<file path="src/rtl/cpu_pkg.sv">
// rtl/cpu_pkg.sv - shared states, opcode constants and PC step for cpu_control
package cpu_pkg;

    typedef enum logic [2:0] {
        ST_FETCH,
        ST_DECODE,
        ST_EXEC,
        ST_MEM,
        ST_WB,
        ST_HALT
    } state_t;

    typedef enum logic [2:0] {
        CLS_NOP,
        CLS_LOADI,
        CLS_ADD,
        CLS_STORE,
        CLS_HALT,
        CLS_ILLEGAL
    } op_class_t;

    localparam logic [3:0] OP_NOP   = 4'h0;
    localparam logic [3:0] OP_LOADI = 4'h1;
    localparam logic [3:0] OP_ADD   = 4'h8;
    localparam logic [3:0] OP_STORE = 4'h3;
    localparam logic [3:0] OP_HALT  = 4'hF;

    localparam logic [7:0] PC_STEP = 8'd2;

endpackage

</file>
<file path="src/rtl/instr_decode.sv">
// rtl/instr_decode.sv - combinational split of the two-byte instruction into fields
module instr_decode
    import cpu_pkg::*;
(
    input  logic [7:0] ir1,
    input  logic [7:0] ir2,
    output op_class_t  op_class,
    output logic [3:0] rd,
    output logic [3:0] rs1,
    output logic [3:0] rs2,
    output logic [7:0] imm,
    output logic       illegal
);

    always_comb begin
        op_class = CLS_ILLEGAL;
        illegal  = 1'b0;
        rs1      = ir1[3:0];
        rs2      = ir2[7:4];
        rd       = ir2[3:0];
        imm      = ir2;
        case (ir1[7:4])
            OP_NOP:   op_class = CLS_NOP;
            OP_LOADI: begin
                op_class = CLS_LOADI;
                // LOADI carries its destination in the first byte, ADD in the second
                rd       = ir1[3:0];
            end
            OP_ADD:   op_class = CLS_ADD;
            OP_STORE: op_class = CLS_STORE;
            OP_HALT:  op_class = CLS_HALT;
            default:  illegal  = 1'b1;
        endcase
    end

endmodule

</file>
<file path="src/rtl/cpu_control.sv">
// rtl/cpu_control.sv - multi-cycle fetch/decode/execute controller with PC and HALT
module cpu_control
    import cpu_pkg::*;
(
    input  logic       clk,
    input  logic       reset,
    input  logic [7:0] opcode1,
    input  logic [7:0] opcode2,
    input  logic       mem_ready,
    output logic [7:0] rom_address,
    output logic [3:0] rf_raddr_a,
    output logic [3:0] rf_raddr_b,
    output logic       rf_we,
    output logic [3:0] rf_waddr,
    output logic       wb_sel,
    output logic [7:0] imm,
    output logic       mem_we,
    output logic [7:0] mem_addr,
    output logic       halted,
    output logic       illegal
);

    state_t     state;
    state_t     state_next;
    logic [7:0] pc;
    logic [7:0] ir1;
    logic [7:0] ir2;
    logic       illegal_q;
    logic       pc_advance;
    logic       set_illegal;

    op_class_t  dec_class;
    logic [3:0] dec_rd;
    logic [3:0] dec_rs1;
    logic [3:0] dec_rs2;
    logic [7:0] dec_imm;
    logic       dec_illegal;

    instr_decode u_decode (
        .ir1      (ir1),
        .ir2      (ir2),
        .op_class (dec_class),
        .rd       (dec_rd),
        .rs1      (dec_rs1),
        .rs2      (dec_rs2),
        .imm      (dec_imm),
        .illegal  (dec_illegal)
    );

    always_ff @(posedge clk or posedge reset) begin
        if (reset) begin
            state     <= ST_FETCH;
            pc        <= 8'd0;
            ir1       <= 8'd0;
            ir2       <= 8'd0;
            illegal_q <= 1'b0;
        end else begin
            state <= state_next;
            if (state == ST_FETCH) begin
                ir1 <= opcode1;
                ir2 <= opcode2;
            end
            if (pc_advance)
                pc <= pc + PC_STEP;
            if (set_illegal)
                illegal_q <= 1'b1;
        end
    end

    // Strobes decode straight from the state register so reset kills them at once
    always_comb begin
        state_next  = state;
        pc_advance  = 1'b0;
        set_illegal = 1'b0;
        rf_we       = 1'b0;
        mem_we      = 1'b0;
        wb_sel      = 1'b0;
        case (state)
            ST_FETCH:  state_next = ST_DECODE;
            ST_DECODE: begin
                if (dec_illegal) begin
                    state_next  = ST_HALT;
                    set_illegal = 1'b1;
                end else begin
                    case (dec_class)
                        CLS_NOP: begin
                            state_next = ST_FETCH;
                            pc_advance = 1'b1;
                        end
                        CLS_LOADI: state_next = ST_WB;
                        CLS_ADD:   state_next = ST_EXEC;
                        CLS_STORE: state_next = ST_MEM;
                        default:   state_next = ST_HALT;
                    endcase
                end
            end
            ST_EXEC:   state_next = ST_WB;
            ST_WB: begin
                rf_we      = 1'b1;
                wb_sel     = (dec_class == CLS_ADD);
                state_next = ST_FETCH;
                pc_advance = 1'b1;
            end
            ST_MEM: begin
                mem_we = 1'b1;
                if (mem_ready) begin
                    state_next = ST_FETCH;
                    pc_advance = 1'b1;
                end
            end
            ST_HALT:   state_next = ST_HALT;
            default:   state_next = ST_FETCH;
        endcase
    end

    assign rom_address = pc;
    assign rf_raddr_a  = dec_rs1;
    assign rf_raddr_b  = dec_rs2;
    assign rf_waddr    = dec_rd;
    assign imm         = dec_imm;
    assign mem_addr    = ir2;
    assign halted      = (state == ST_HALT);
    assign illegal     = illegal_q;

endmodule

</file>
<file path="config.mk">
export PLATFORM = sky130hd
export DESIGN_NAME = cpu_control
export DESIGN_NICKNAME = d
export VERILOG_FILES = /design/src/rtl/cpu_pkg.sv /design/src/rtl/instr_decode.sv /design/src/rtl/cpu_control.sv
export SDC_FILE = /design/constraint.sdc
export NUM_CORES = 1
export LEC_CHECK = 0
export ABC_AREA = 1
export ABC_CLOCK_PERIOD_IN_PS = 3700
export BUFFER_PORTS_ARGS = -buffer_cell sky130_fd_sc_hd__buf_4
export CAP_MARGIN = 5
export CORE_UTILIZATION = 45
export CTS_CLUSTER_DIAMETER = 80
export DETAILED_ROUTE_END_ITERATION = 10
export PLACE_DENSITY_LB_ADDON = 0.2
export SYNTH_ARGS = -nofsm -noshare
export SYNTH_HDL_FRONTEND = slang
export SYNTH_HIERARCHICAL = 1
export SYNTH_SLANG_ARGS = --single-unit
</file>
<file path="constraint.sdc">
create_clock -name clk -period 3.7 [get_ports clk]
set_input_delay 0.185 -clock clk [delete_from_list [all_inputs] [get_ports clk]]
set_output_delay 0.185 -clock clk [all_outputs]
set_load 0.01 [all_outputs]
</file>
After elaboration in Yosys (flattened, before gate mapping):

Index checks and enable logic that the tools add are counted.

* register bits after elaboration: 28
* bits of input ports: 19
* output and inout bits: 41
* word-level logic and storage cells: 38

* $add $sub $neg: 1
* equality and inequality tests: 13
* mux-type cells: 15
* reductions and logical operators: 4

Operator list (count)
* $pmux 3 s5: 2
* $eq 3x2->1 const B: 4
* $pmux 3 s4: 1
* $add 8x2->8 const B: 1
* $eq 4x4->1 const B: 2
* $mux 1: 8
* $eq 3x1->1 const B: 2
* $eq 3x3->1 const B: 2
* $logic_not 3->1: 2
* $mux 3: 2
* $reduce_or 5->1: 1
* $eq 4x1->1 const B: 1
* $eq 4x2->1 const B: 1
* $logic_not 4->1: 1
* $mux 4: 1
* $pmux 1 s3: 1
* $ne 2x2->1 const B: 1

Longest topological paths before layout:

* depth in word-level cells: 6
* mapped depth: 12

Cells and area by module:

The synthesis kept the hierarchy.

By module, submodules not included
* cpu_control: times used 1, cells each 159, area each 1288.7 µm²
* instr_decode: times used 1, cells each 47, area each 271.5 µm²

Worst setup path before layout:

Ideal clock, no wire load.

* path type: flip-flop to flip-flop
* start point: register ir1[7]
* end point: register pc[4] (netlist: rom_address[4])
* data arrival time: 1.428 ns
* slack: 2.207 ns
* stages on the path, launching flop included: 12
* path buffers: 0
* cell sequence: dfrtp_1 > nor2_4 > nand2_1 > nand2_1 > nor2_1 > nor2_1 > nand2_1 > nor2_4 > inv_2 > nand2_4 > nand2_1 > nand2_1

* word-level cells in the longest chain between the ends: 6
* elaborated cells on any way between the ends: 11
* classes of those cells: eq/ne (4); mux (4); reduce/logical (3)

Ends and longest elaborated chain
* start: declaration: line cpu_control.sv:26 `logic [7:0] ir1;`
* start signal: assignment: line cpu_control.sv:60 `ir1 <= opcode1;`
* $eq 4x4->1 (tied with other cells): line instr_decode.sv:22 `case (ir1[7:4])`
* $pmux 3 s5 *: line instr_decode.sv:22
* net dec_class[1]: line cpu_control.sv:32 `op_class_t dec_class;`
* $logic_not 3->1 *: line cpu_control.sv:85 `case (dec_class)`
* $mux 1 *: line cpu_control.sv:85
* $mux 1 *: line cpu_control.sv:81 `if (dec_illegal) begin`
* $pmux 1 s3 *: line cpu_control.sv:78 `case (state)`
* end signal: assignment: line cpu_control.sv:64 `pc <= pc + PC_STEP;`
* end: declaration: line cpu_control.sv:25 `logic [7:0] pc;`

Mark *: on every way through the listed nets, which the timed path passes. The rest lies on a longest branch.
A chain may end at the register's enable or synchronous reset.

Worst setup path in the final report:

* start point: register ir1[7]
* end point: output port wb_sel

* word-level cells in the longest chain between the ends: 4
* elaborated cells on any way between the ends: 8
* classes of those cells: eq/ne (5); mux (2); reduce/logical (1)

Ends and longest elaborated chain
* $eq 4x4->1 (tied with other cells): line instr_decode.sv:22
* $pmux 3 s5 *: line instr_decode.sv:22
* net dec_class[0]: line cpu_control.sv:32
* $eq 3x2->1 *: line cpu_control.sv:100 `wb_sel = (dec_class == CLS_ADD);`
* $mux 1 *: line cpu_control.sv:78
* end: declaration: line cpu_control.sv:15 `output logic wb_sel,`

Marks and branches as above.

==> flow_summary.ini <==
[finish]
multi_input_area_um2 = 656
layout.area.seq_um2 = 676
n_antenna_cell = 0
drive_gt1_share_pct = 31.7
fillers = 325
area_growth_pct = 24.4
fin_area_mm2 = 0.00194
fin_nets = 270

[critical_path]
worstPathMaxFanout = 4
crit_type = reg -> out
cp.arrival_ps = 1750
crit_path_start_kind = flip-flop
cp_data_required_time_ps = 3510
end_kind = output port
rrSetupSlack_ps = 2030

[clocking]
cts_buffer_depth = 2
cts_tree = done
cts_setup_buffers = 0
postCtsHoldBufs = 0
cts-root-buf = clkbuf_4
cts.sinks = 27
cts.htree.levels = 1
cts.repair.resized = 0
clk_pin_slew_worst_paths_ps = 150
clock_latency_ps = 320
cts_made_buffers = 3

[timing]
rsz0062_at_grt = false
finalCritPeriodShare_pct = 52.4
relSlewSlack_pct = 34.3
clock_skew_ps = 2.25
worst_slew_pin_slew_ps = 985
slew_viol_final = 0
tns_ps = 0
setup_viol = 0
finalHoldViolCount = 0
fmax_ghz = 0.516
post-route-min-period_ps = 1940

[synthesis]
synthCells = 206
synthMostInstantiatedCell = nand2_1
postSynthAreaPerCell_um2 = 7.57
ys_ff_latch = 27
yosysTopAreaCell = dfrtp_1
ys_async_sr_fraction_pct = 100
synth_cell_types = 27
synth_edf_count = 0
syn_area_mm2 = 0.00156
synth_fp_nets = 226
yosys-top-cells-area = dfrtp_1 (43%), nand2_1 (22%), buf_4 (8.7%)
ys_top_cells_by_count = nand2_1 (91), dfrtp_1 (27), inv_1 (19), buf_4 (18), nor2_1 (8)
netlist.area_leader.share_pct = 43.3
synth_warnings = 6
synth_flop_cell = dfrtp_1
seq_area_frac_synth_pct = 43.3

[grt]
grt_max_degree = 28
gr-usage-met2_pct = 29.2
met3_usage_pct = 6.82
antenna_found_initial = 0
track_usage_pct = 18.6
grt_pass1_vias = 1119
grt-busiest-layer = met2
gr-usage-met1_pct = 25.1
grt_first_pass_wirelength_mm = 5.04
gr-total-overflow = 0

[die]
core_area_mm2 = 0.00334
num_io_pins = 60
rows = 21
initial_core_util_pct = 46.8
die_w_um = 60.9
die_y_um = 60.9
fp.dieArea_mm2 = 0.00371

[power]
leakagePower_nw = 1.09
p_per_area_mw_per_mm2 = 761
ir_drop_mv = 0.417

[drt]
first_pass_iters = 4
num_vias = 1331
ant_nets = 0
drc = 0
viasPerCell = 4.51
routed_wl_mm = 3.17
wire_per_inst_um = 10.8
drtIter0Drc = 48

[run]
drv_cap = 0

[status]
status = finished, final reports clean

[placed_design]
dp_hpwl_mm = 2.33
io_buffer_count = 58
gp_congestion = 0.740
placed_area_mm2 = 0.00191

[hold_path]
worstHoldPathType = in -> reg
critical path, stage by stage, from the launching register on:
cell and delay [ps]:
dfrtp_1 460, nor2_4 170, nand2_1 80, nand4_1 110
nand2_1 110, nor4_1 320, buf_4 180
placed cells by master, fill, tap and decap left out, drive strengths merged:
cell	count
ha	1
nor2	12
nand2	95
dfrtp	27
xnor2	2
nor3	2
nand3	6
nor4	1
a21oi	2
buf	58
xor2	1
o21ai	9
a31o	1
conb	1
clkinv	1
clkbuf	3
nand4	4
inv	23
registers in the layout (all words and copies together) (netlist names):
register / flops
ir1: 8
mem_addr: 8
rom_address: 7
state: 3
illegal: 1
metal layers:
layer  part of all wire [%]  vias up
li1                       -      696
met1                     47      589
met2                     45       44
met3                    7.3        2
met4                   0.60        0
met5                      0        -
layout make-up:
type	instances	share of cell area [%]
clock buffer	3	1.16
multi-input combinational	137	33.8
tap	46	2.97
timing repair buffer	58	22.4
clock inverter	1	0.258
sequential	27	34.8
inverter	23	4.58
kinds of logic (layout without fill, tap and decap cells):
family | count (synthesis) | count (layout) | share of synthesized area, %
xor gates and xnor gates | 3 | 3 | 1.68
other | 1 | 1 | 0.240
DFF | 27 | 27 | 43.3
buffers and inverters | 42 | 85 | 14.7
AOI/OAI and AO/OA | 12 | 12 | 4.33
adders and majority gates | 1 | 1 | 0.802
and+or+nand+nor | 120 | 120 | 35.0
final timing paths:
check,from,end,cells past startpoint
worst min register to register,illegal,illegal,1
worst min-delay path,opcode1[3],ir1[3],3
max in group asynchronous,reset,mem_addr[4],2
worst max register to register,ir1[7],rom_address[7],11
worst max-delay path,ir1[7],wb_sel,6
min in group asynchronous,reset,ir1[1],2
stage by stage:
step                      std cells  worst slack [ps]  utilization [%]  hold slack (ps)  total power [mW]
after detailed placement        291              2070             57.3              383              1.36
after global routing            295              1570             58.2             13.1              1.61
after global placement          291              2130             57.3              382              1.35
after CTS                       295              1750             58.2             32.4              1.49
after floorplan                 206              2210                -              238              1.09
final                           295              1760             58.2             41.0              1.48
power by group:
part / internal (mW) / leakage, nW / total [mW] / switching, mW
clock: 0.0406 / 0.0177 / 0.129 / 0.0887
combinational: 0.379 / 0.757 / 0.788 / 0.410
sequential: 0.412 / 0.318 / 0.559 / 0.147
Note: power is estimated with default switching activity, not from simulation.
